**config.mk**
```make
export PLATFORM = sky130hd
export DESIGN_NAME = mat_mult_arbiter_flat
export DESIGN_NICKNAME = d
export VERILOG_FILES = /design/src/rtl/mat_mult_arbiter_if.sv /design/src/rtl/mat_mult_arbiter.sv /design/src/flat_wrapper.sv
export SDC_FILE = /design/constraint.sdc
export NUM_CORES = 1
export LEC_CHECK = 0
export CORE_MARGIN = 2
export CORE_UTILIZATION = 50
export DETAILED_ROUTE_END_ITERATION = 12
export PLACE_DENSITY = 0.79
export SYNTH_ARGS = -nofsm -noshare
export SYNTH_HDL_FRONTEND = slang
export SYNTH_SLANG_ARGS = --single-unit
```
**constraint.sdc**
```tcl
create_clock -name clock -period 2.8 [get_ports clock]
set_input_delay 0.28 -clock clock [delete_from_list [all_inputs] [get_ports clock]]
set_output_delay 0.28 -clock clock [all_outputs]
set_load 0.1 [all_outputs]
```
**src/rtl/mat_mult_arbiter_if.sv**
```systemverilog
// mat_mult_arbiter_if: requester handshake and mat_mult4D engine control bundle.
// The arbiter connects through the slave modport; the requester/engine side uses master.
interface mat_mult_arbiter_if;
    localparam int unsigned N_REQ = 3;
    localparam int unsigned SEL_W = 2;

    logic [N_REQ-1:0] req;
    logic [N_REQ-1:0] grant;
    logic [SEL_W-1:0] sel;
    logic             mm_start;
    logic             mm_done;
    logic [N_REQ-1:0] ack;
    logic             busy;
    logic             timeout_err;

    modport master (
        output req,
        output mm_done,
        input  grant,
        input  sel,
        input  mm_start,
        input  ack,
        input  busy,
        input  timeout_err
    );

    modport slave (
        input  req,
        input  mm_done,
        output grant,
        output sel,
        output mm_start,
        output ack,
        output busy,
        output timeout_err
    );
endinterface

```
**src/rtl/mat_mult_arbiter.sv**
```systemverilog
// mat_mult_arbiter: round-robin owner of one shared mat_mult4D engine for three requesters.
// Define MAT_ARB_TIMEOUT_EN to abort engine waits after TIMEOUT_CYCLES and raise timeout_err.
module mat_mult_arbiter #(
    parameter int unsigned TIMEOUT_CYCLES = 255
) (
    input  logic              clock,
    input  logic              resetn,
    mat_mult_arbiter_if.slave bus
);
    localparam int unsigned N_REQ = 3;
    localparam int unsigned SEL_W = 2;

    typedef enum logic [2:0] {
        S_IDLE,
        S_GRANT,
        S_START,
        S_WAIT_LOW,
        S_WAIT_HIGH,
        S_ACK
    } state_e;

    state_e           state_q, state_d;
    logic [N_REQ-1:0] grant_q, grant_d;
    logic [N_REQ-1:0] ack_q, ack_d;
    logic [SEL_W-1:0] sel_q, sel_d;
    logic [SEL_W-1:0] last_q, last_d;
    logic             mm_start_q, mm_start_d;
    logic             busy_q, busy_d;

    logic [SEL_W-1:0] cand1_c, cand2_c, winner_c;
    logic             win_valid_c;
    logic             tmo_c;

    // Next index in round-robin order, wrapping 2 -> 0.
    function automatic logic [SEL_W-1:0] rr_next(input logic [SEL_W-1:0] idx);
        return (idx >= SEL_W'(N_REQ - 1)) ? '0 : idx + SEL_W'(1);
    endfunction

`ifdef MAT_ARB_TIMEOUT_EN
    localparam int unsigned CNT_W = $clog2(TIMEOUT_CYCLES + 1);

    logic [CNT_W-1:0] cnt_q, cnt_d;
    logic             timeout_err_q, timeout_err_d;

    assign tmo_c = (cnt_q >= CNT_W'(TIMEOUT_CYCLES - 1));
`else
    assign tmo_c = 1'b0;
`endif

    // Round-robin pick: search starts just after the last served requester.
    always_comb begin
        cand1_c     = rr_next(last_q);
        cand2_c     = rr_next(cand1_c);
        winner_c    = last_q;
        win_valid_c = |bus.req;
        if (bus.req[cand1_c]) begin
            winner_c = cand1_c;
        end else if (bus.req[cand2_c]) begin
            winner_c = cand2_c;
        end
    end

    always_comb begin
        state_d    = state_q;
        grant_d    = grant_q;
        sel_d      = sel_q;
        last_d     = last_q;
        mm_start_d = 1'b0;
        ack_d      = '0;
        busy_d     = 1'b0;
`ifdef MAT_ARB_TIMEOUT_EN
        cnt_d         = cnt_q;
        timeout_err_d = timeout_err_q;
`endif

        unique case (state_q)
            S_IDLE: begin
                if (win_valid_c) begin
                    state_d = S_GRANT;
                    sel_d   = winner_c;
                    grant_d = N_REQ'(1) << winner_c;
                end
            end
            S_GRANT: begin
                state_d = S_START;
            end
            S_START: begin
                state_d = S_WAIT_LOW;
`ifdef MAT_ARB_TIMEOUT_EN
                cnt_d = '0;
`endif
            end
            S_WAIT_LOW: begin
`ifdef MAT_ARB_TIMEOUT_EN
                cnt_d = cnt_q + CNT_W'(1);
`endif
                if (!bus.mm_done) begin
                    state_d = S_WAIT_HIGH;
                end else if (tmo_c) begin
                    state_d = S_ACK;
`ifdef MAT_ARB_TIMEOUT_EN
                    timeout_err_d = 1'b1;
`endif
                end
            end
            S_WAIT_HIGH: begin
`ifdef MAT_ARB_TIMEOUT_EN
                cnt_d = cnt_q + CNT_W'(1);
`endif
                if (bus.mm_done) begin
                    state_d = S_ACK;
                end else if (tmo_c) begin
                    state_d = S_ACK;
`ifdef MAT_ARB_TIMEOUT_EN
                    timeout_err_d = 1'b1;
`endif
                end
            end
            S_ACK: begin
                state_d = S_IDLE;
                last_d  = sel_q;
                grant_d = '0;
            end
            default: begin
                state_d = S_IDLE;
                grant_d = '0;
            end
        endcase

        // Registered outputs are decoded from the state being entered.
        mm_start_d = (state_d == S_START);
        ack_d      = (state_d == S_ACK) ? grant_d : '0;
        busy_d     = (state_d != S_IDLE);
    end

    always_ff @(posedge clock or negedge resetn) begin
        if (!resetn) begin
            state_q    <= S_IDLE;
            grant_q    <= '0;
            sel_q      <= '0;
            last_q     <= SEL_W'(N_REQ - 1);
            mm_start_q <= 1'b0;
            ack_q      <= '0;
            busy_q     <= 1'b0;
        end else begin
            state_q    <= state_d;
            grant_q    <= grant_d;
            sel_q      <= sel_d;
            last_q     <= last_d;
            mm_start_q <= mm_start_d;
            ack_q      <= ack_d;
            busy_q     <= busy_d;
        end
    end

`ifdef MAT_ARB_TIMEOUT_EN
    always_ff @(posedge clock or negedge resetn) begin
        if (!resetn) begin
            cnt_q         <= '0;
            timeout_err_q <= 1'b0;
        end else begin
            cnt_q         <= cnt_d;
            timeout_err_q <= timeout_err_d;
        end
    end

    assign bus.timeout_err = timeout_err_q;
`else
    assign bus.timeout_err = 1'b0;
`endif

    assign bus.grant    = grant_q;
    assign bus.sel      = sel_q;
    assign bus.mm_start = mm_start_q;
    assign bus.ack      = ack_q;
    assign bus.busy     = busy_q;
endmodule

```
**src/flat_wrapper.sv**
```systemverilog
// flat-port wrapper written by rule: the top's interface ports become plain ports
module mat_mult_arbiter_flat 
#(
    parameter int unsigned TIMEOUT_CYCLES = 255
)
  (clock, resetn, bus_req, bus_mm_done, bus_grant, bus_sel, bus_mm_start, bus_ack, bus_busy, bus_timeout_err);
  mat_mult_arbiter_if bus_i ();
  input  logic clock;
  input  logic resetn;
  input wire logic [$bits(bus_i.req)-1:0] bus_req;
  input wire logic [$bits(bus_i.mm_done)-1:0] bus_mm_done;
  output wire logic [$bits(bus_i.grant)-1:0] bus_grant;
  output wire logic [$bits(bus_i.sel)-1:0] bus_sel;
  output wire logic [$bits(bus_i.mm_start)-1:0] bus_mm_start;
  output wire logic [$bits(bus_i.ack)-1:0] bus_ack;
  output wire logic [$bits(bus_i.busy)-1:0] bus_busy;
  output wire logic [$bits(bus_i.timeout_err)-1:0] bus_timeout_err;
  assign bus_i.req = bus_req;
  assign bus_i.mm_done = bus_mm_done;
  assign bus_grant = bus_i.grant;
  assign bus_sel = bus_i.sel;
  assign bus_mm_start = bus_i.mm_start;
  assign bus_ack = bus_i.ack;
  assign bus_busy = bus_i.busy;
  assign bus_timeout_err = bus_i.timeout_err;
  mat_mult_arbiter #(.TIMEOUT_CYCLES(TIMEOUT_CYCLES)) u_core (.clock(clock), .resetn(resetn), .bus(bus_i));
endmodule
```
* After elaboration in Yosys (flattened, before gate mapping)
Cells that the tools add are included.
** Word-level totals
- Logic and storage cells :: 41
- Register bits after elaboration :: 15
** Cells by class
- Order comparisons :: 4
- Shifts and indexed selects :: 1
- Muxes and demuxes :: 15
- Add/sub/neg operators :: 2
- Reductions and logical operators :: 5
- Equality and inequality tests :: 7
** Operators with widths (number)
- $mux 3 :: 5
- $pmux 3 s5 :: 1
- $eq 3x2->1 const B :: 3
- $eq 3x3->1 const B :: 3
- $mux 2 :: 4
- $lt 2x3->1 const B :: 2
- $pmux 3 s2 :: 1
- $add 2x1->2 const B :: 2
- $bmux 1 s2 :: 2
- $ge 2x2->1 const B :: 2
- $reduce_or 4->1 :: 1
- $eq 3x1->1 const B :: 1
- $logic_not 3->1 :: 1
- $reduce_bool 3->1 :: 1
- $reduce_or 3->1 :: 1
- $shl 1x2->3 const A :: 1
- $mux 1 :: 2
- $reduce_and 2->1 :: 1

* Logic depth before layout (Yosys ltp)
Gate-level depths: netlist of run 1.
- Depth after elaboration :: 12
- Mapped depth :: 5

* Worst setup path after synthesis of run 1
OpenSTA, ideal clock, no wires.
- Path kind :: register to register
- From :: reg u_core.grant_q[0], in the netlist u_core.bus.grant[0]
- To :: reg u_core.grant_q[0], in the netlist u_core.bus.grant[0]
- Setup slack :: 1239 ps
- Period minus slack after synthesis :: 1561 ps
- Data arrival time :: 1437 ps
- Stages on the path, launching flop included :: 5
- Data required time :: 2676 ps
- Library setup time :: 124 ps
- Cell sequence :: dfrtp_1 nor2_1 a2bb2oi_1 o21ai_0 a211o_1
** On the way
- Longest elaborated chain between the ends :: 2
** Ends and longest elaborated chain
- start: declaration :: line mat_mult_arbiter.sv:23 : logic [N_REQ-1:0] grant_q, grant_d;
- start signal: assignment :: line mat_mult_arbiter.sv:147 : grant_q <= grant_d;
- $mux 3 :: line mat_mult_arbiter.sv:78 : if (win_valid_c) begin
- $pmux 3 s2 * :: line mat_mult_arbiter.sv:76 : unique case (state_q)
- via u_core.grant_d[0] :: line mat_mult_arbiter.sv:23
Mark *: on every way through the listed nets, which the timed path passes. The rest lies on a longest branch.
A chain may end at the register's enable or synchronous reset.

* Worst setup path in the final report of run 1
- From :: in bus_req[0]
- To :: reg u_core.grant_q[0], in the netlist u_core.bus.grant[0]
** On the way
- Longest elaborated chain between the ends :: 7
** Ends and longest elaborated chain
- start: declaration :: line flat_wrapper.sv:10 : input wire logic [$bits(bus_i.req)-1:0] bus_req;
- $bmux 1 s2 :: line mat_mult_arbiter.sv:58 : end else if (bus.req[cand2_c]) begin
- $mux 1 (not written as such) :: line mat_mult_arbiter.sv:58
- $mux 2 :: line mat_mult_arbiter.sv:58
- $mux 2 :: line mat_mult_arbiter.sv:56 : if (bus.req[cand1_c]) begin
- $shl 1x2->3 :: line mat_mult_arbiter.sv:81 : grant_d = N_REQ'(1) << winner_c;
- $mux 3 * :: line mat_mult_arbiter.sv:78
- $pmux 3 s2 * :: line mat_mult_arbiter.sv:76
- via u_core.grant_d[0] :: line mat_mult_arbiter.sv:23
Mark *: on every way through the listed nets, which the timed path passes. The rest lies on a longest branch. The select of a mux whose other input is x is not followed.

==> results of run 1 <==
## worst max-delay path, stage by stage
cell and delay, ns:
clkdlybuf4s50_1 0.56, nor2_1 0.17, a2bb2oi_1 0.15, o21ai_0 0.09, a211o_1 0.29
## worst max-delay path by stage
stage	to	slack (ns)	depth (start not counted)
6_report	u_core.bus.grant[0]	1.43	5
5_1_grt	u_core.bus.sel[0]	1.30	4
4_1_cts	u_core.bus.grant[0]	1.41	5
3_5_place_dp	u_core.bus.grant[0]	1.11	5
3_3_place_gp	u_core.bus.grant[0]	1.15	5
2_1_floorplan	u_core.bus.grant[0]	1.24	4
## metal layers
layer  part of all wire  vias to the layer above  GRT usage
met1               0.47                      280      0.224
met2               0.47                       16      0.272
li1                   -                      288          -
met5                  0                        -          0
met3              0.043                        3     0.0426
met4             0.0098                        0     0.0909
## cells in the mapped netlist, types with 2 or more instances
cell,count,area [um2]
nor2b_1,2,12.5
and3_1,3,18.8
nor2_1,2,7.51
o2111ai_1,2,17.5
nor3_1,2,10.0
buf_6,2,22.5
a31oi_1,2,12.5
a2bb2oi_1,2,17.5
a21oi_1,3,15.0
inv_1,4,15.0
dfrtp_1,14,350
nor3b_1,2,15.0
nand2_1,2,7.51
o21ai_0,7,35.0
## logic make-up (layout without fill, tap and decap cells)
group / count (synthesis) / count (layout) / synth area share
DFF: 15 / 15 / 0.493
muxes: 1 / 1 / 0.0147
other: 1 / 1 / 0.00491
and+or+nand+nor: 26 / 26 / 0.244
buffers and inverters: 9 / 23 / 0.0704
AOI/OAI and AO/OA: 20 / 20 / 0.173
## stage by stage
| step | utilization | std cells | instance area (um2) |
|---|---|---|---|
| 5_1_grt | 0.610 | 102 | 897 |
| 3_3_place_gp | 0.592 | 98 | 871 |
| 2_1_floorplan | - | 72 | 764 |
| 6_report | 0.610 | 102 | 897 |
| 4_1_cts | 0.610 | 102 | 897 |
| 3_5_place_dp | 0.592 | 98 | 871 |
## cell type report
class | instances | share of cell area
flip-flops and latches | 15 | 0.420
multi-input cells | 48 | 0.372
repair buffers | 15 | 0.139
clock buffers | 4 | 0.0293
well taps | 16 | 0.0223
inverters | 4 | 0.0167
## registers in the layout, summed over array words and instances (netlist names)
register,flops
u_core.bus.grant,3
u_core.bus.busy,1
u_core.bus.ack,3
u_core.state_q,3
u_core.last_q,2
u_core.bus.sel,2
u_core.bus.mm_start,1
## cell usage in the layout (no fill, tap or decap), types with 3 or more instances in the layout
master and count:
a21oi_1 3, and3_1 3, buf_4 10, clkbuf_4 3, clkdlybuf4s50_1 5, dfrtp_1 14
inv_1 4, o21ai_0 7
==> impl_metrics.env, run 1 <==
export IMPL_status="completed"
export IMPL_syn_area_per_cell_um2=10.6
export IMPL_multiInputGateArea_um2=334
export IMPL_wl_per_cell_um=13.9
export IMPL_htree_levels=1
export IMPL_r2r_end="u_core.bus.sel[0]"
export IMPL_placementRows=14
export IMPL_start_util=0.520
export IMPL_rrSetupSlack_ns=1.45
export IMPL_endpoint_kind="flip-flop"
export IMPL_cts_setup_buffers=0
export IMPL_nets=93
export IMPL_max_slew_worst_pin_slew_ns=0.637
export IMPL_slew_violations=0
export IMPL_drc=0
export IMPL_path_class="in2reg"
export IMPL_antenna_cells=0
export IMPL_routed_via_count=587
export IMPL_synth_seq_cells=15
export IMPL_first_pass_iters=5
export IMPL_seqCellArea_um2=377
export IMPL_skew_ns=0.00387
export IMPL_async_flop_share=1.00
export IMPL_worstPathArrival_ns=1.54
export IMPL_layout_drive_gt1_share=0.291
export IMPL_vias_per_cell=5.75
export IMPL_start_kind="primary input"
export IMPL_die_x_um=43.1
export IMPL_setup_viol=0
export IMPL_die_area_mm2=0.00186
export IMPL_core_area_mm2=0.00147
export IMPL_io_buffers=15
export IMPL_gp_congestion=0.821
export IMPL_syn_area_um2=764
export IMPL_area_growth_synth_to_final_pct=17.3
export IMPL_max_freq_mhz=731
export IMPL_seq_area_frac_synth=0.493
export IMPL_die_h_um=43.1
export IMPL_pin_count=17
export IMPL_grt_usage=0.175
export IMPL_finalWorstSetupSlack_ns=1.43
export IMPL_ys_flop_type="dfrtp_1"
export IMPL_hold_class="in2async"
export IMPL_cts_tree="built"
export IMPL_yosysWarnings=0
export IMPL_synth_cell_type_count=37
export IMPL_hold_viol_final=0
export IMPL_path_clk_slew_ns=0.08
export IMPL_fin_crit_sh=0.488
export IMPL_ctsResizeCount=0
export IMPL_grt_pass1_wl_um=2420
export IMPL_holdWs_ns=0.385
export IMPL_fin_tns_setup_ns=0
export IMPL_postCtsHoldBufs=0
export IMPL_grt_overflow=0
export IMPL_slew_headroom=0.574
export IMPL_antenna_found_initial=0
export IMPL_clk_latency_ns=0.28
export IMPL_grt_max_degree=16
export IMPL_postRouteAntennaNets=0
export IMPL_clockBufferDepth=2
export IMPL_synth_nets=78
export IMPL_cp_max_fo=10
export IMPL_drtIter0Drc=9
export IMPL_rsz0062_at_grt="false"
export IMPL_worstPathRequired_ns=2.98
export IMPL_numCtsBuffers=3
export IMPL_reg2reg_from="u_core.state_q[2]"
export IMPL_period_minus_slack_ns=1.37
export IMPL_setup_worst_path_start="bus_req[0]"
export IMPL_cts_root_buf="clkbuf_4"
export IMPL_reg2regPathDepth=4
export IMPL_clock_sinks=15
export IMPL_synth_edff_count=0
export IMPL_grt_pass1_vias=561
export IMPL_drv_cap=0
export IMPL_synthCells=72
export IMPL_routed_wl_um=1420
export IMPL_n_fill_cell=132
export IMPL_dpl_worst_slack_ns=1.11
export IMPL_dp_hpwl_um=1070
Power of run 1 is left out: the tool's default activity adds up to more than one toggle a clock period on the data nets, which glitch-free logic cannot reach.
==> run 2, diff against run 1 <==
CORE_UTILIZATION = 48   (was 50)
PLACE_DENSITY = 0.77   (was 0.79)
clock period = 1.3 ns   (was 2.8 ns; I/O delays follow)
==> run 2 against run 1 <==
Cell area is 24% higher. Cell count is 9.8% higher. Flip-flop and latch count stayed put. Clock-buffer cell count stayed put. Critical path depth is 2 lower. Die area is 3.8% higher. Hold slack worse by 0.23 ns. Worst setup slack worse by 1.4 ns. Routed wire length is 18% higher. Clock skew is 0.0031 ns lower. First-iteration DRC count is 33% higher. Critical path type is now reg2reg. Highest routed layer unchanged.
==> impl_metrics.env, run 2 (synthesized netlist as in run 1, its figures left out) <==
export IMPL_cts_tree="built"
export IMPL_layout_drive_gt1_share=0.427
export IMPL_dp_hpwl_um=1230
export IMPL_first_pass_iters=4
export IMPL_path_class="reg2reg"
export IMPL_rrSetupSlack_ns=0.07
export IMPL_hold_viol_final=0
export IMPL_grt_max_degree=16
export IMPL_placementRows=14
export IMPL_path_clk_slew_ns=0.09
export IMPL_numCtsBuffers=3
export IMPL_start_kind="flip-flop"
export IMPL_grt_pass1_wl_um=2850
export IMPL_io_buffers=15
export IMPL_core_area_mm2=0.00151
export IMPL_start_util=0.507
export IMPL_slew_violations=0
export IMPL_clock_sinks=15
export IMPL_htree_levels=1
export IMPL_reg2regPathDepth=3
export IMPL_cts_root_buf="clkbuf_4"
export IMPL_final_util=0.739
export IMPL_final_cell_mix="10 x buf_12, 10 x buf_4, 10 x dfrtp_1, 5 x o21ai_0, 5 x clkdlybuf4s50_1"
export IMPL_routed_via_count=648
export IMPL_die_h_um=43.9
export IMPL_antenna_found_initial=0
export IMPL_area_growth_synth_to_final_pct=45.7
export IMPL_rsz0062_at_grt="true"
export IMPL_die_area_mm2=0.00193
export IMPL_nets=103
export IMPL_drc=0
export IMPL_r2r_end="u_core.bus.grant[1]"
export IMPL_clockBufferDepth=2
export IMPL_setup_worst_path_start="u_core.state_q[0]"
export IMPL_cp_max_fo=7
export IMPL_worstPathRequired_ns=1.50
export IMPL_setup_viol=0
export IMPL_seqCellArea_um2=384
export IMPL_multiInputGateArea_um2=343
export IMPL_vias_per_cell=5.79
export IMPL_status="completed"
export IMPL_antenna_cells=0
export IMPL_wl_per_cell_um=14.9
export IMPL_pin_count=17
export IMPL_grt_usage=0.208
export IMPL_grt_pass1_vias=623
export IMPL_skew_ns=0.000791
export IMPL_drv_cap=0
export IMPL_drtIter0Drc=12
export IMPL_clk_latency_ns=0.28
export IMPL_period_minus_slack_ns=1.23
export IMPL_fin_crit_sh=0.948
export IMPL_gp_congestion=0.879
export IMPL_n_fill_cell=102
export IMPL_die_x_um=43.9
export IMPL_worstPathArrival_ns=1.43
export IMPL_max_freq_mhz=811
export IMPL_postRouteAntennaNets=0
export IMPL_hold_class="in2async"
export IMPL_endpoint_kind="flip-flop"
export IMPL_routed_wl_um=1670
export IMPL_grt_overflow=0
export IMPL_reg2reg_from="u_core.state_q[0]"
==> run 2: cell count changes in the layout (fill, tap and decap cells not counted), moves of 2 or more <==
cell and delta:
buf_12 +10, dfrtp_1 -4, dfrtp_2 +3, o21ai_0 -2, o21ai_1 +2
==> run 2: worst max path at each step <==
stage	endpoint	cells after the start
4_1_cts	u_core.bus.grant[0]	4
5_1_grt	u_core.bus.grant[1]	4
3_5_place_dp	u_core.bus.grant[0]	5
3_3_place_gp	u_core.bus.grant[0]	5
6_report	u_core.bus.grant[1]	3
2_1_floorplan	u_core.bus.grant[0]	4
==> run 2: repair_timing <==
| item | 4_1_cts | 5_1_grt |
|---|---|---|
| buffers inserted | 0 | 1 |
| endpoints found under the setup margin | 0 | 5 |
| resized for setup | 0 | 6 |
| hold buffers | 0 | 0 |
==> run 2: area by class of cell <==
cell class,count,area share
multi-input cells,48,0.308
well taps,16,0.0180
repair buffers,25,0.292
clock buffers,4,0.0236
inverters,4,0.0135
flip-flops and latches,15,0.345
==> run 2: per-stage QoR <==
| step | area, um2 | hold WS [ns] | instances | setup WS [ns] | setup TNS [ns] |
|---|---|---|---|---|---|
| after global routing | 1110 | 0.199 | 112 | -0.0169 | -0.0281 |
| final | 1110 | 0.154 | 112 | 0.0675 | 0 |
| after floorplan | 769 | -0.166 | 72 | -0.0492 | -0.0492 |
| after global placement | 1070 | 0.462 | 107 | -0.0837 | -0.190 |
| after detailed placement | 1070 | 0.462 | 107 | -0.186 | -0.416 |
| after CTS | 1090 | 0.162 | 111 | 0.0456 | 0 |
==> run 2: per-layer routing <==
metal  part of all wire  wire length, um  global-route usage  up-vias
met4              0.016               26              0.0727        0
met2               0.50              838               0.353       31
met3              0.060              100              0.0375        4
met1               0.42              708               0.264      304
met5                  0                0                   0        -
li1                   -                -                   -      309
==> run 2: critical path: stages (launching register included) <==
cell and delay [ns]:
dfrtp_2 0.47, nor2_2 0.21, and2b_2 0.27, nor3_1 0.20
Power of run 2 is left out for the same reason.
==> run 3, diff against run 2 <==
SETUP_SLACK_MARGIN = 0.2   (was not set)
==> run 3 against run 2 <==
Clock-buffer cell count did not move. Core utilization rose by 11 points. Sequential share of layout area fell by 4.2 points. Cell area rose by 15%. Global-route usage rose by 3.8 points. Clock skew rose by 0.0022 ns. Critical path depth rose by 1. Via count rose by 15%. Worst setup slack got worse by 0.040 ns. Routed wire length rose by 23%. Non-clock buffer count rose by 15. Hold slack got worse by 0.015 ns. Largest cell class is now non-clock buffers.
==> impl_metrics.env, run 3 (synthesized netlist as in run 1, its figures left out) <==
export IMPL_placementRows=14
export IMPL_first_pass_iters=5
export IMPL_numCtsBuffers=3
export IMPL_wl_per_cell_um=16.2
export IMPL_drv_cap=0
export IMPL_peakVddDrop_mv=2.16
export IMPL_htree_levels=1
export IMPL_intPower_uw=1920
export IMPL_die_h_um=43.9
export IMPL_core_area_mm2=0.00151
export IMPL_start_kind="flip-flop"
export IMPL_grt_usage=0.246
export IMPL_max_freq_mhz=786
export IMPL_final_common_cell="buf_4"
export IMPL_grt_pass1_wl_um=3450
export IMPL_grt_max_degree=16
export IMPL_rsz0062_at_grt="true"
export IMPL_worstPathArrival_ns=1.45
export IMPL_power_frac_seq=0.259
export IMPL_cts_tree="built"
export IMPL_place_area_mm2=0.00107
export IMPL_clk_latency_ns=0.30
export IMPL_layout_drive_gt1_share=0.568
export IMPL_crit_buf_inv=1
export IMPL_final_cell_mix="18 x buf_4, 10 x buf_12, 7 x buf_6, 7 x dfrtp_2, 6 x dfrtp_1"
export IMPL_area_growth_synth_to_final_pct=67.8
export IMPL_nets=118
export IMPL_power_uw=3670
export IMPL_power_density_mw_per_mm2=2860
export IMPL_cpMaxStageDelayCell="dfrtp_2"
export IMPL_antenna_cells=0
export IMPL_worstPathRequired_ns=1.48
export IMPL_postCtsHoldBufs=0
export IMPL_postRouteAntennaNets=0
export IMPL_path_clk_slew_ns=0.09
export IMPL_pwr_share_comb=0.665
export IMPL_cpPeakStageDelay_ns=0.47
export IMPL_routed_wl_um=2060
export IMPL_path_class="reg2reg"
export IMPL_dp_hpwl_um=1110
export IMPL_fin_tns_setup_ns=0
export IMPL_setup_viol=0
export IMPL_skew_ns=0.00296
export IMPL_hold_class="in2async"
export IMPL_die_x_um=43.9
export IMPL_path_cells="nor3_4 > and2b_4 > buf_4 > o31ai_2"
export IMPL_gp_congestion=0.892
export IMPL_endpoint_kind="flip-flop"
export IMPL_design_area_mm2=0.00128
export IMPL_clock_sinks=15
export IMPL_antenna_found_initial=0
export IMPL_grt_pass1_vias=747
export IMPL_io_buffers=15
export IMPL_layoutNonFillerInstCount=127
export IMPL_n_fill_cell=81
export IMPL_grt_overflow=0
export IMPL_routed_via_count=744
export IMPL_cp_max_fo=6
export IMPL_status="completed"
export IMPL_die_area_mm2=0.00193
export IMPL_p_leak_uw=0.000586
export IMPL_cts_root_buf="clkbuf_4"
export IMPL_clockBufferDepth=2
export IMPL_switching_share=0.476
export IMPL_cp_top_family="simple AND/OR/NAND/NOR gates"
export IMPL_drtIter0Drc=27
export IMPL_vias_per_cell=5.86
export IMPL_hold_viol_final=0
export IMPL_period_minus_slack_ns=1.27
export IMPL_clkPwrFrac=0.076
export IMPL_dp_cells=107
export IMPL_slew_violations=0
export IMPL_fin_crit_sh=0.979
export IMPL_start_util=0.507
export IMPL_drc=0
export IMPL_p_sw_uw=1750
export IMPL_pin_count=17
run 3: layer usage:
layer	track usage	share of wire
met5	0	0
met4	0.121	0.028
met3	0.0292	0.058
met2	0.400	0.46
met1	0.322	0.46
run 3: cell type report:
class                      instances  area, um2  share of cell area
timing repair buffer              40        463               0.361
sequential                        15        389               0.303
multi-input combinational         48        369               0.288
clock buffer                       4       26.3              0.0205
tap                               16       20.0              0.0156
inverter                           4       15.0              0.0117
run 3: through the flow:
step                      hold WS (ns)   util  setup WS (ns)
after floorplan                 -0.166      -        -0.0491
after global placement           0.460  0.713        -0.0908
after detailed placement         0.461  0.713         -0.122
after CTS                        0.158  0.808         0.0780
after global routing             0.156  0.851        -0.0533
final                            0.140  0.851         0.0272
run 3: worst paths after layout:
| path | from | to | slack [ns] | depth (start not counted) |
|---|---|---|---|---|
| worst max-delay path | u_core.state_q[1] | u_core.bus.grant[2] | 0.03 | 4 |
| worst min-delay path | resetn | u_core.bus.grant[1] | 0.14 | 2 |
| worst max register to register | u_core.state_q[1] | u_core.bus.grant[2] | 0.03 | 4 |
| worst min register to register | u_core.state_q[1] | u_core.bus.mm_start | 0.55 | 1 |
| max in group asynchronous | resetn | u_core.last_q[1] | 0.92 | 2 |
| min in group clock | bus_req[0] | u_core.bus.busy | 0.51 | 4 |
run 3: worst register-to-register path: stages, from the launching register on:
cell and delay (ns):
dfrtp_2 0.47, nor3_4 0.30, and2b_4 0.23, buf_4 0.11
o31ai_2 0.05
run 3: power groups by stage:
stage          sequential [uW]  combinational [uW]  clock, uW
2_1_floorplan             1600                 516          0
3_3_place_gp               927                1860          0
3_5_place_dp               938                1890          0
4_1_cts                    949                2190        273
5_1_grt                    973                2550        311
6_report                   950                2440        279
run 3: timing repair:
| item | 4_1_cts | 5_1_grt |
|---|---|---|
| resized for setup | 15 | 7 |
| cloned | 1 | 0 |
| pin swaps | 2 | 3 |
| endpoints found under the setup margin | 13 | 11 |
| setup buffers | 9 | 6 |
Power figures use the tool's default switching activity.
